### config.mk
export PLATFORM = sky130hd
export DESIGN_NAME = vga_draw_arbiter
export DESIGN_NICKNAME = d
export VERILOG_FILES = /design/src/rtl/vga_draw_arbiter.sv
export SDC_FILE = /design/constraint.sdc
export NUM_CORES = 1
export LEC_CHECK = 0
export BUFFER_PORTS_ARGS = -buffer_cell sky130_fd_sc_hd__buf_2
export CORE_MARGIN = 2
export CORE_UTILIZATION = 51
export DETAILED_ROUTE_END_ITERATION = 10
export PLACE_DENSITY_LB_ADDON = 0.1
export RECOVER_POWER = 25
export REMOVE_ABC_BUFFERS = 1
export SLEW_MARGIN = 30
export SYNTH_ARGS = -nofsm -noshare
export SYNTH_HDL_FRONTEND = slang
export SYNTH_SLANG_ARGS = --single-unit
### constraint.sdc
create_clock -name clk -period 3.1 [get_ports clk]
set_input_delay 0.31 -clock clk [delete_from_list [all_inputs] [get_ports clk]]
set_output_delay 0.31 -clock clk [all_outputs]
set_load 0.005 [all_outputs]
### src/rtl/vga_draw_arbiter.sv
// vga_draw_arbiter
//   Round-robin arbiter that lets four requesters share one VGA pixel-write
//   port. The winning requester's rectangle is rasterised one pixel per
//   cycle: columns form the inner loop and rows the outer loop.
//
//   Optional build macro: VGA_DRAW_ARB_CLIP_EN
//     When defined, pixels whose unwrapped coordinate lies outside
//     SCREEN_W x SCREEN_H are not written. They still take their cycle,
//     so the done timing does not change.
//
//   Ports
//     clk          in   rising-edge clock
//     reset        in   synchronous, active-high reset
//     req[3:0]     in   draw request, bit i = requester i
//     rect_x/y/w/h in   4 x 8-bit origin and size, requester i at [8i+7:8i]
//     rect_colour  in   4 x 9-bit colour, requester i at [9i+8:9i]
//     grant[3:0]   out  one-hot owner, from the first DRAW cycle to DONE
//     done[3:0]    out  one-cycle pulse when the owner's rectangle finishes
//     x_out/y_out  out  pixel coordinate (registered)
//     colour_out   out  pixel colour (registered)
//     plot         out  pixel write enable (registered)
module vga_draw_arbiter #(
  parameter int SCREEN_W = 160,
  parameter int SCREEN_H = 120
) (
  input  logic        clk,
  input  logic        reset,
  input  logic [3:0]  req,
  input  logic [31:0] rect_x,
  input  logic [31:0] rect_y,
  input  logic [31:0] rect_w,
  input  logic [31:0] rect_h,
  input  logic [35:0] rect_colour,
  output logic [3:0]  grant,
  output logic [3:0]  done,
  output logic [7:0]  x_out,
  output logic [7:0]  y_out,
  output logic [8:0]  colour_out,
  output logic        plot
);

`ifdef VGA_DRAW_ARB_CLIP_EN
  localparam logic CLIP_EN = 1'b1;
`else
  localparam logic CLIP_EN = 1'b0;
`endif

  typedef enum logic [1:0] {IDLE = 2'd0, DRAW = 2'd1, DONE = 2'd2} state_t;

  state_t      state_r, next_state_s;
  logic [1:0]  ptr_r, win_r, winner_s;
  logic [7:0]  x0_r, y0_r, w_r, h_r, col_r, row_r;
  logic [8:0]  colour_r;
  logic        finished_r;
  logic [3:0]  grant_r, done_r;
  logic [7:0]  x_out_r, y_out_r;
  logic [8:0]  colour_out_r;
  logic        plot_r;

  logic        zero_area_s, fire_s, last_pix_s, in_bounds_s, plot_next_s;
  logic [8:0]  x_sum_s, y_sum_s;

  // First requester found scanning upward from the pointer, wrapping 3 -> 0.
  // Scanning the offsets from far to near lets the nearest one win.
  function automatic logic [1:0] rr_pick(input logic [3:0] r, input logic [1:0] p);
    logic [1:0] pick;
    logic [1:0] idx;
    pick = p;
    for (int k = 3; k >= 0; k--) begin
      idx = p + 2'(k);
      if (r[idx]) begin
        pick = idx;
      end else begin
        pick = pick;
      end
    end
    return pick;
  endfunction

  // State register.
  always_ff @(posedge clk) begin
    if (reset) begin
      state_r <= IDLE;
    end else begin
      state_r <= next_state_s;
    end
  end

  // Next-state logic. DRAW needs one extra cycle after the last pixel is
  // issued so that the registered pixel is visible before DONE.
  always_comb begin
    next_state_s = state_r;
    case (state_r)
      IDLE:    if (req != 4'd0) next_state_s = DRAW; else next_state_s = IDLE;
      DRAW:    if (finished_r || zero_area_s) next_state_s = DONE; else next_state_s = DRAW;
      DONE:    next_state_s = IDLE;
      default: next_state_s = IDLE;
    endcase
  end

  // Combinational decode: winner selection, pixel issue and clip test.
  always_comb begin
    winner_s    = rr_pick(req, ptr_r);
    zero_area_s = (w_r == 8'd0) || (h_r == 8'd0);
    fire_s      = (state_r == DRAW) && !finished_r && !zero_area_s;
    last_pix_s  = (col_r == (w_r - 8'd1)) && (row_r == (h_r - 8'd1));
    x_sum_s     = {1'b0, x0_r} + {1'b0, col_r};
    y_sum_s     = {1'b0, y0_r} + {1'b0, row_r};
    in_bounds_s = (x_sum_s < 9'(SCREEN_W)) && (y_sum_s < 9'(SCREEN_H));
    plot_next_s = fire_s && (!CLIP_EN || in_bounds_s);
  end

  // Rectangle latch, raster counters and priority pointer.
  always_ff @(posedge clk) begin
    if (reset) begin
      ptr_r      <= 2'd0;
      win_r      <= 2'd0;
      x0_r       <= 8'd0;
      y0_r       <= 8'd0;
      w_r        <= 8'd0;
      h_r        <= 8'd0;
      colour_r   <= 9'd0;
      col_r      <= 8'd0;
      row_r      <= 8'd0;
      finished_r <= 1'b0;
    end else begin
      case (state_r)
        IDLE: begin
          if (req != 4'd0) begin
            win_r      <= winner_s;
            x0_r       <= rect_x[8*winner_s +: 8];
            y0_r       <= rect_y[8*winner_s +: 8];
            w_r        <= rect_w[8*winner_s +: 8];
            h_r        <= rect_h[8*winner_s +: 8];
            colour_r   <= rect_colour[9*winner_s +: 9];
            col_r      <= 8'd0;
            row_r      <= 8'd0;
            finished_r <= 1'b0;
          end
        end
        DRAW: begin
          if (fire_s) begin
            if (col_r == (w_r - 8'd1)) begin
              col_r <= 8'd0;
              row_r <= row_r + 8'd1;
            end else begin
              col_r <= col_r + 8'd1;
            end
            if (last_pix_s) finished_r <= 1'b1;
          end
        end
        DONE:    ptr_r <= win_r + 2'd1;
        default: ptr_r <= ptr_r;
      endcase
    end
  end

  // Registered outputs. Pixel fields update only on a written pixel, so they
  // hold their last value whenever plot is low.
  always_ff @(posedge clk) begin
    if (reset) begin
      grant_r      <= 4'd0;
      done_r       <= 4'd0;
      plot_r       <= 1'b0;
      x_out_r      <= 8'd0;
      y_out_r      <= 8'd0;
      colour_out_r <= 9'd0;
    end else begin
      if (state_r == IDLE && req != 4'd0) begin
        grant_r <= 4'd1 << winner_s;
      end else if (state_r == DONE) begin
        grant_r <= 4'd0;
      end else begin
        grant_r <= grant_r;
      end
      done_r <= (state_r == DRAW && next_state_s == DONE) ? grant_r : 4'd0;
      plot_r <= plot_next_s;
      if (plot_next_s) begin
        x_out_r      <= x_sum_s[7:0];
        y_out_r      <= y_sum_s[7:0];
        colour_out_r <= colour_r;
      end
    end
  end

  assign grant      = grant_r;
  assign done       = done_r;
  assign plot       = plot_r;
  assign x_out      = x_out_r;
  assign y_out      = y_out_r;
  assign colour_out = colour_out_r;

endmodule

==> results of run 1 <==
## cell type report
| type | instances | area (sq um) | area share |
|---|---|---|---|
| clock buffers | 11 | 233 | 0.0321 |
| clock inverters | 5 | 62.6 | 0.00864 |
| inverters | 16 | 60.1 | 0.00829 |
| multi-input cells | 675 | 3650 | 0.504 |
| flip-flops and latches | 98 | 1960 | 0.271 |
| well taps | 143 | 179 | 0.0247 |
| repair buffers | 216 | 1090 | 0.151 |
## final timing paths
| check | end | slack [ps] | cells past startpoint |
|---|---|---|---|
| setup / recovery | row_r[7] | 430 | 9 |
| hold reg to reg | x_out[5] | 450 | 2 |
| hold / removal | x0_r[2] | 340 | 5 |
| setup reg to reg | row_r[7] | 430 | 9 |
## power groups by stage
stage,registers (mW),clock network (mW),logic (mW)
2_1_floorplan,1.65,0,1.26
3_3_place_gp,1.68,0,1.80
6_report,1.66,1.11,1.81
3_5_place_dp,1.68,0,1.82
4_1_cts,1.66,1.13,1.83
5_1_grt,1.69,1.17,2.05
## cells by family (layout without fill, tap and decap cells)
kind of cell,Yosys count,count (layout),share of synthesized area
adder cells (fa/ha/maj),22,22,0.0497
flip-flops,98,98,0.336
XOR/XNOR,44,44,0.0659
AND/OR/NAND/NOR,483,483,0.370
AO/OA/AOI/OAI,124,124,0.127
multiplexers,2,2,0.00556
buffers and inverters,71,248,0.0462
## cell usage after synthesis (2+ instances only)
| library cell | count | area [sq um] |
|---|---|---|
| nand2_1 | 247 | 927 |
| dfxtp_1 | 98 | 1960 |
| a31o_2 | 2 | 17.5 |
| buf_2 | 3 | 15.0 |
| buf_1 | 8 | 30.0 |
| and3_1 | 4 | 25.0 |
| fa_1 | 2 | 40.0 |
| o21bai_1 | 2 | 15.0 |
| nor4_1 | 4 | 25.0 |
| nand2b_1 | 5 | 31.3 |
| a211oi_1 | 6 | 45.0 |
| nand4_1 | 7 | 43.8 |
| a31oi_1 | 4 | 25.0 |
| nand3_1 | 133 | 666 |
| nor2b_1 | 7 | 43.8 |
| ha_1 | 20 | 250 |
| o21ai_0 | 6 | 30.0 |
| and2_1 | 6 | 37.5 |
| or3_1 | 8 | 50.1 |
| nor4_4 | 2 | 42.5 |
| a21o_1 | 5 | 37.5 |
| clkbuf_1 | 44 | 165 |
| xor2_1 | 23 | 201 |
| a21oi_1 | 80 | 400 |
| nor2_1 | 41 | 154 |
| a2111oi_0 | 2 | 17.5 |
| xnor2_1 | 21 | 184 |
| inv_1 | 16 | 60.1 |
| nor3_1 | 12 | 60.1 |
| a32oi_1 | 4 | 35.0 |
## per-layer routing
layer | share of wire | GRT usage | wire length, um
met1 | 0.45 | 0.304 | 6770
met2 | 0.48 | 0.443 | 7280
met3 | 0.057 | 0.0295 | 852
met4 | 0.010 | 0.0733 | 150
met5 | 0 | 0 | 0
## registers in the layout (all words and copies together) (netlist names), 4 cells and up
register    cells
x0_r            8
row_r           8
y_out           8
colour_r        9
x_out           8
done            4
grant           4
h_r             8
w_r             8
col_r           8
y0_r            8
colour_out      9
## through the flow
step / util / setup WS, ps / TNS [ps] / power (mW) / hold slack (ps)
2_1_floorplan: - / -1160 / -55720 / 2.91 / 379
3_3_place_gp: 0.615 / 560 / 0 / 3.47 / 439
3_5_place_dp: 0.615 / 506 / 0 / 3.50 / 442
4_1_cts: 0.641 / 457 / 0 / 4.61 / 258
5_1_grt: 0.640 / 214 / 0 / 4.91 / 361
6_report: 0.640 / 428 / 0 / 4.57 / 337
## tightest hold or removal path: stages
cell     delay [ps]
buf_2           100
nand2_1          40
nand3_1          60
nand3_1          60
a21oi_1          50
==> impl_metrics.csv, run 1 <==
group,metric,value,unit
power,p_leak,3.30,nW
clock_tree,clockBufferDepth,2,
timing,min_period_over_period,0.862,
route,routed_wl,15100,um
synthesis,async_flop_share,0,
synthesis,ys.flop_type,"dfxtp_1",
grt,antenna_found_initial,0,
route,dr.first_iter.drc_count,275,
synthesis,synth-seq-cells,98,
clock_tree,ctsResizeCount,0,
place,place_congestion,0.861,
power,pwr-share-seq,0.363,
die,fp.dieW,111,um
synthesis,avgSynthCellArea,6.93,sq um
finish,final_cell_area,7240,sq um
route,final_antenna_net_count,0,
critical_path,timing.rr.start,"w_r[0]",
grt,grt_max_degree,76,
timing,max_slew_margin,0.00669,
critical_path,cp_cell_sequence,"inv_1 -> ha_1 -> nor3b_1 -> xnor2_1 -> o2111ai_1 -> nor4_4 -> a31oi_4 -> or4_1 -> a21oi_1",
clock_tree,clock-root-buffer,"clkbuf_16",
clock_tree,htreeDepth,3,
critical_path,path_buf_inv,1,
synthesis,yosysUniqueCellTypes,52,
grt,grt_pass1_vias,5919,
timing,rsz0062_at_grt,"no",
critical_path,cpMaxStageDelayCell,"or4_1",
route,avgRoutedWirePerCell,12.9,um
timing,final.min_clock_period,2670,ps
power,clockPowerShare,0.242,
route,vias,6162,
place,place.port_buffers,203,
grt,grt_overflow,0,
grt,grt_pass1_wl,25900,um
synthesis,syn-cell-area,5850,sq um
critical_path,cp.required,3360,ps
power,p_switching,1.74,mW
finish,fin_nets,1208,
critical_path,arrival,2940,ps
timing,fmax,374,MHz
route,drc,0,
place,place_area,6970,sq um
clock_tree,cts_setup_buffers,0,
finish,drive_gt1_frac,0.226,
min_path,min_path_type,"primary input to flip-flop",
critical_path,crit_family,"simple AND/OR/NAND/NOR gates",
timing,tightest_slew,1490,ps
clock_tree,clock-sinks,98,
timing,drv_slew,0,
place,placed_cells,1148,
timing,clock_skew,8.51,ps
power,ir_worst_vdd,417,uV
critical_path,critPathMaxFanout,8,
power,sw_frac_of_total,0.381,
timing,finalHoldViolCount,0,
critical_path,worst_setup_path_start_kind,"flip-flop",
clock_tree,cts_hold_buf,0,
critical_path,criticalPathCategory,"flip-flop to flip-flop",
die,rows,39,
die,initial_core_util,0.516,
clock_tree,cts.clk_slew.worst_paths,70,ps
critical_path,crit_start,"w_r[0]",
synthesis,postSynthCellCount,844,
min_path,holdCritStartpoint,"rect_x[18]",
synthesis,yosysWarnings,0,
finish,final_common_cell,"nand2_1",
die,dieArea,12300,sq um
timing,setup_violations,0,
power,power.internal,2.83,mW
outcome,status,"finished clean",
finish,mostFrequentLayoutCells,"nand2_1, buf_2, nand3_1",
finish,fin_cells,1164,
synthesis,synth_edf_count,0,
clock_tree,cts_buffers,9,
critical_path,endpoint_kind,"flip-flop",
power,power_density,631,nW/um^2
grt,groute.usage.overall,0.244,
die,core-area,11300,sq um
finish,antennaDiodeCount,0,
die,ioPinCount,204,
clock_tree,cts_tree,"done",
route,dr.pass1.iters,4,
critical_path,cpPeakStageDelay,540,ps
place,dp_hpwl,10700,um
finish,fillers,1108,
finish,area_growth,23.9,%
clock_tree,clock_latency,340,ps
die,die_h,111,um
route,via_per_inst,5.29,
power,combPwrFrac,0.395,
run,max_cap_viol_count,0,
synthesis,synth.yosys.seq_area_share,0.336,
No activity file was read; power rests on OpenSTA's default activity.
==> inputs of run 2 (changes only) <==
--- a/config.mk
+++ b/config.mk
@@ -6,8 +6,10 @@
 export NUM_CORES = 1
 export LEC_CHECK = 0
 export BUFFER_PORTS_ARGS = -buffer_cell sky130_fd_sc_hd__buf_2
+export CELL_PAD_IN_SITES_DETAIL_PLACEMENT = 0
+export CELL_PAD_IN_SITES_GLOBAL_PLACEMENT = 2
 export CORE_MARGIN = 2
-export CORE_UTILIZATION = 51
+export CORE_UTILIZATION = 27
 export DETAILED_ROUTE_END_ITERATION = 10
 export PLACE_DENSITY_LB_ADDON = 0.1
 export RECOVER_POWER = 25
==> constraint.sdc (replaced) <==
create_clock -name clk -period 2.5 [get_ports clk]
set_input_delay 0.25 -clock clk [delete_from_list [all_inputs] [get_ports clk]]
set_output_delay 0.25 -clock clk [all_outputs]
set_load 0.005 [all_outputs]
==> impl_metrics.csv, run 2 (synthesis results as in run 1) <==
group,metric,value,unit
outcome,status,"finished clean",
grt,antenna_found_initial,0,
route,met2WireLength,8610,um
finish,drive_gt1_frac,0.239,
route,wl_met1,8680,um
die,dieArea,22800,sq um
power,totalPowerFinal,6.12,mW
grt,grt_pass1_wl,29800,um
die,core-area,21200,sq um
timing,final.min_clock_period,2350,ps
power,sw_frac_of_total,0.370,
power,power_density,794,nW/um^2
grt,grt_max_degree,47,
die,rows,53,
finish,fillers,2344,
die,initial_core_util,0.276,
finish,final_cell_area,7700,sq um
power,ir_worst_vdd,272,uV
critical_path,worst_setup_path_start_kind,"flip-flop",
clock_tree,cts_tree,"done",
clock_tree,htreeDepth,3,
power,clockPowerShare,0.266,
finish,final_common_cell,"nand2_1",
timing,tightest_slew,576,ps
timing,setup_ws,152,ps
power,power.internal,3.86,mW
route,routed_wl,18400,um
power,p_leak,3.44,nW
timing,clock_skew,8.17,ps
clock_tree,cts_hold_buf,0,
clock_tree,clock-root-buffer,"clkbuf_16",
finish,area_growth,31.8,%
die,die_h,151,um
die,fp.dieW,151,um
place,place.port_buffers,203,
grt,groute.usage.overall,0.163,
finish,seq_area,1960,sq um
place,post-place-ws,21.0,ps
timing,setup_violations,0,
clock_tree,clockBufferDepth,2,
critical_path,criticalPathCategory,"flip-flop to flip-flop",
timing,rsz0062_at_grt,"no",
timing,max_slew_margin,0.616,
grt,grt_pass1_vias,5953,
power,p_switching,2.26,mW
route,final_antenna_net_count,0,
route,via_per_inst,4.64,
critical_path,arrival,2620,ps
clock_tree,cts.clk_slew.worst_paths,70,ps
die,ioPinCount,204,
finish,mostFrequentLayoutCells,"nand2_1, buf_2, nand3_1",
finish,fin_nets,1231,
run,max_cap_viol_count,0,
route,dr.first_iter.drc_count,157,
timing,drv_slew,0,
route,dr.pass1.iters,6,
place,dp_hpwl,13400,um
clock_tree,cts_buffers,9,
place,place_congestion,0.759,
route,drc,0,
finish,antennaDiodeCount,0,
route,wl_met3,1010,um
power,pwr-share-seq,0.330,
clock_tree,clock-sinks,98,
route,vias,6119,
min_path,min_path_type,"primary input to flip-flop",
critical_path,cp.required,2780,ps
power,combPwrFrac,0.404,
route,avgRoutedWirePerCell,13.9,um
grt,grt_overflow,0,
critical_path,critPathMaxFanout,4,
finish,multi_input_area,3690,sq um
clock_tree,clock_latency,350,ps
timing,finalHoldViolCount,0,
timing,fmax,426,MHz
critical_path,endpoint_kind,"flip-flop",
place,place_area,7340,sq um
route,routed.top_layer,"met4",
timing,min_period_over_period,0.939,
## run 2: final cells by class
cell class | count | share of cell area
multi-input cells | 675 | 0.479
flip-flops and latches | 98 | 0.255
repair buffers | 239 | 0.168
well taps | 275 | 0.0447
clock buffers | 11 | 0.0328
clock inverters | 5 | 0.0130
inverters | 16 | 0.00780
## run 2: worst paths after layout
check / start / cells after the start / to / slack, ps
max reg2reg: w_r[0] / 10 / row_r[7] / 150
max: w_r[0] / 10 / row_r[7] / 150
min: reset / 2 / y_out[5] / 220
min reg2reg: y_out[3] / 2 / y_out[3] / 450
## run 2: worst max-delay path: stages (launching register included)
cell       delay, ps
dfxtp_2          320
inv_1             70
ha_2             220
nor3b_2          190
xnor2_1          140
o2111ai_2        140
nor4_4           280
buf_4            180
a31oi_4           80
or4_4            540
a21oi_2          120
## run 2: metrics by stage
| stage | instances | setup TNS, ps | utilization | hold slack (ps) |
|---|---|---|---|---|
| floorplan | 789 | -92320 | - | 319 |
| global placement | 1301 | 0 | 0.347 | 439 |
| detailed placement | 1301 | 0 | 0.347 | 442 |
| CTS | 1317 | 0 | 0.363 | 191 |
| global route | 1319 | 0 | 0.364 | 212 |
| finish | 1319 | 0 | 0.364 | 217 |
## run 2: metal layers
layer	track usage	vias up
li1	-	3252
met1	0.212	2732
met2	0.279	131
met3	0.0431	4
met4	0.0252	0
met5	0	-
## run 2: repair_timing
action | CTS | global route
setup buffers | 0 | 2
gates resized for setup | 0 | 7
endpoints found under the setup margin | 0 | 15
## run 2: power groups by stage
stage | combinational (mW) | clock, mW | sequential [mW]
2_1_floorplan | 1.56 | 0 | 2.04
3_3_place_gp | 2.51 | 0 | 2.05
3_5_place_dp | 2.51 | 0 | 2.06
4_1_cts | 2.52 | 1.70 | 2.02
5_1_grt | 2.82 | 1.77 | 2.06
6_report | 2.47 | 1.63 | 2.02
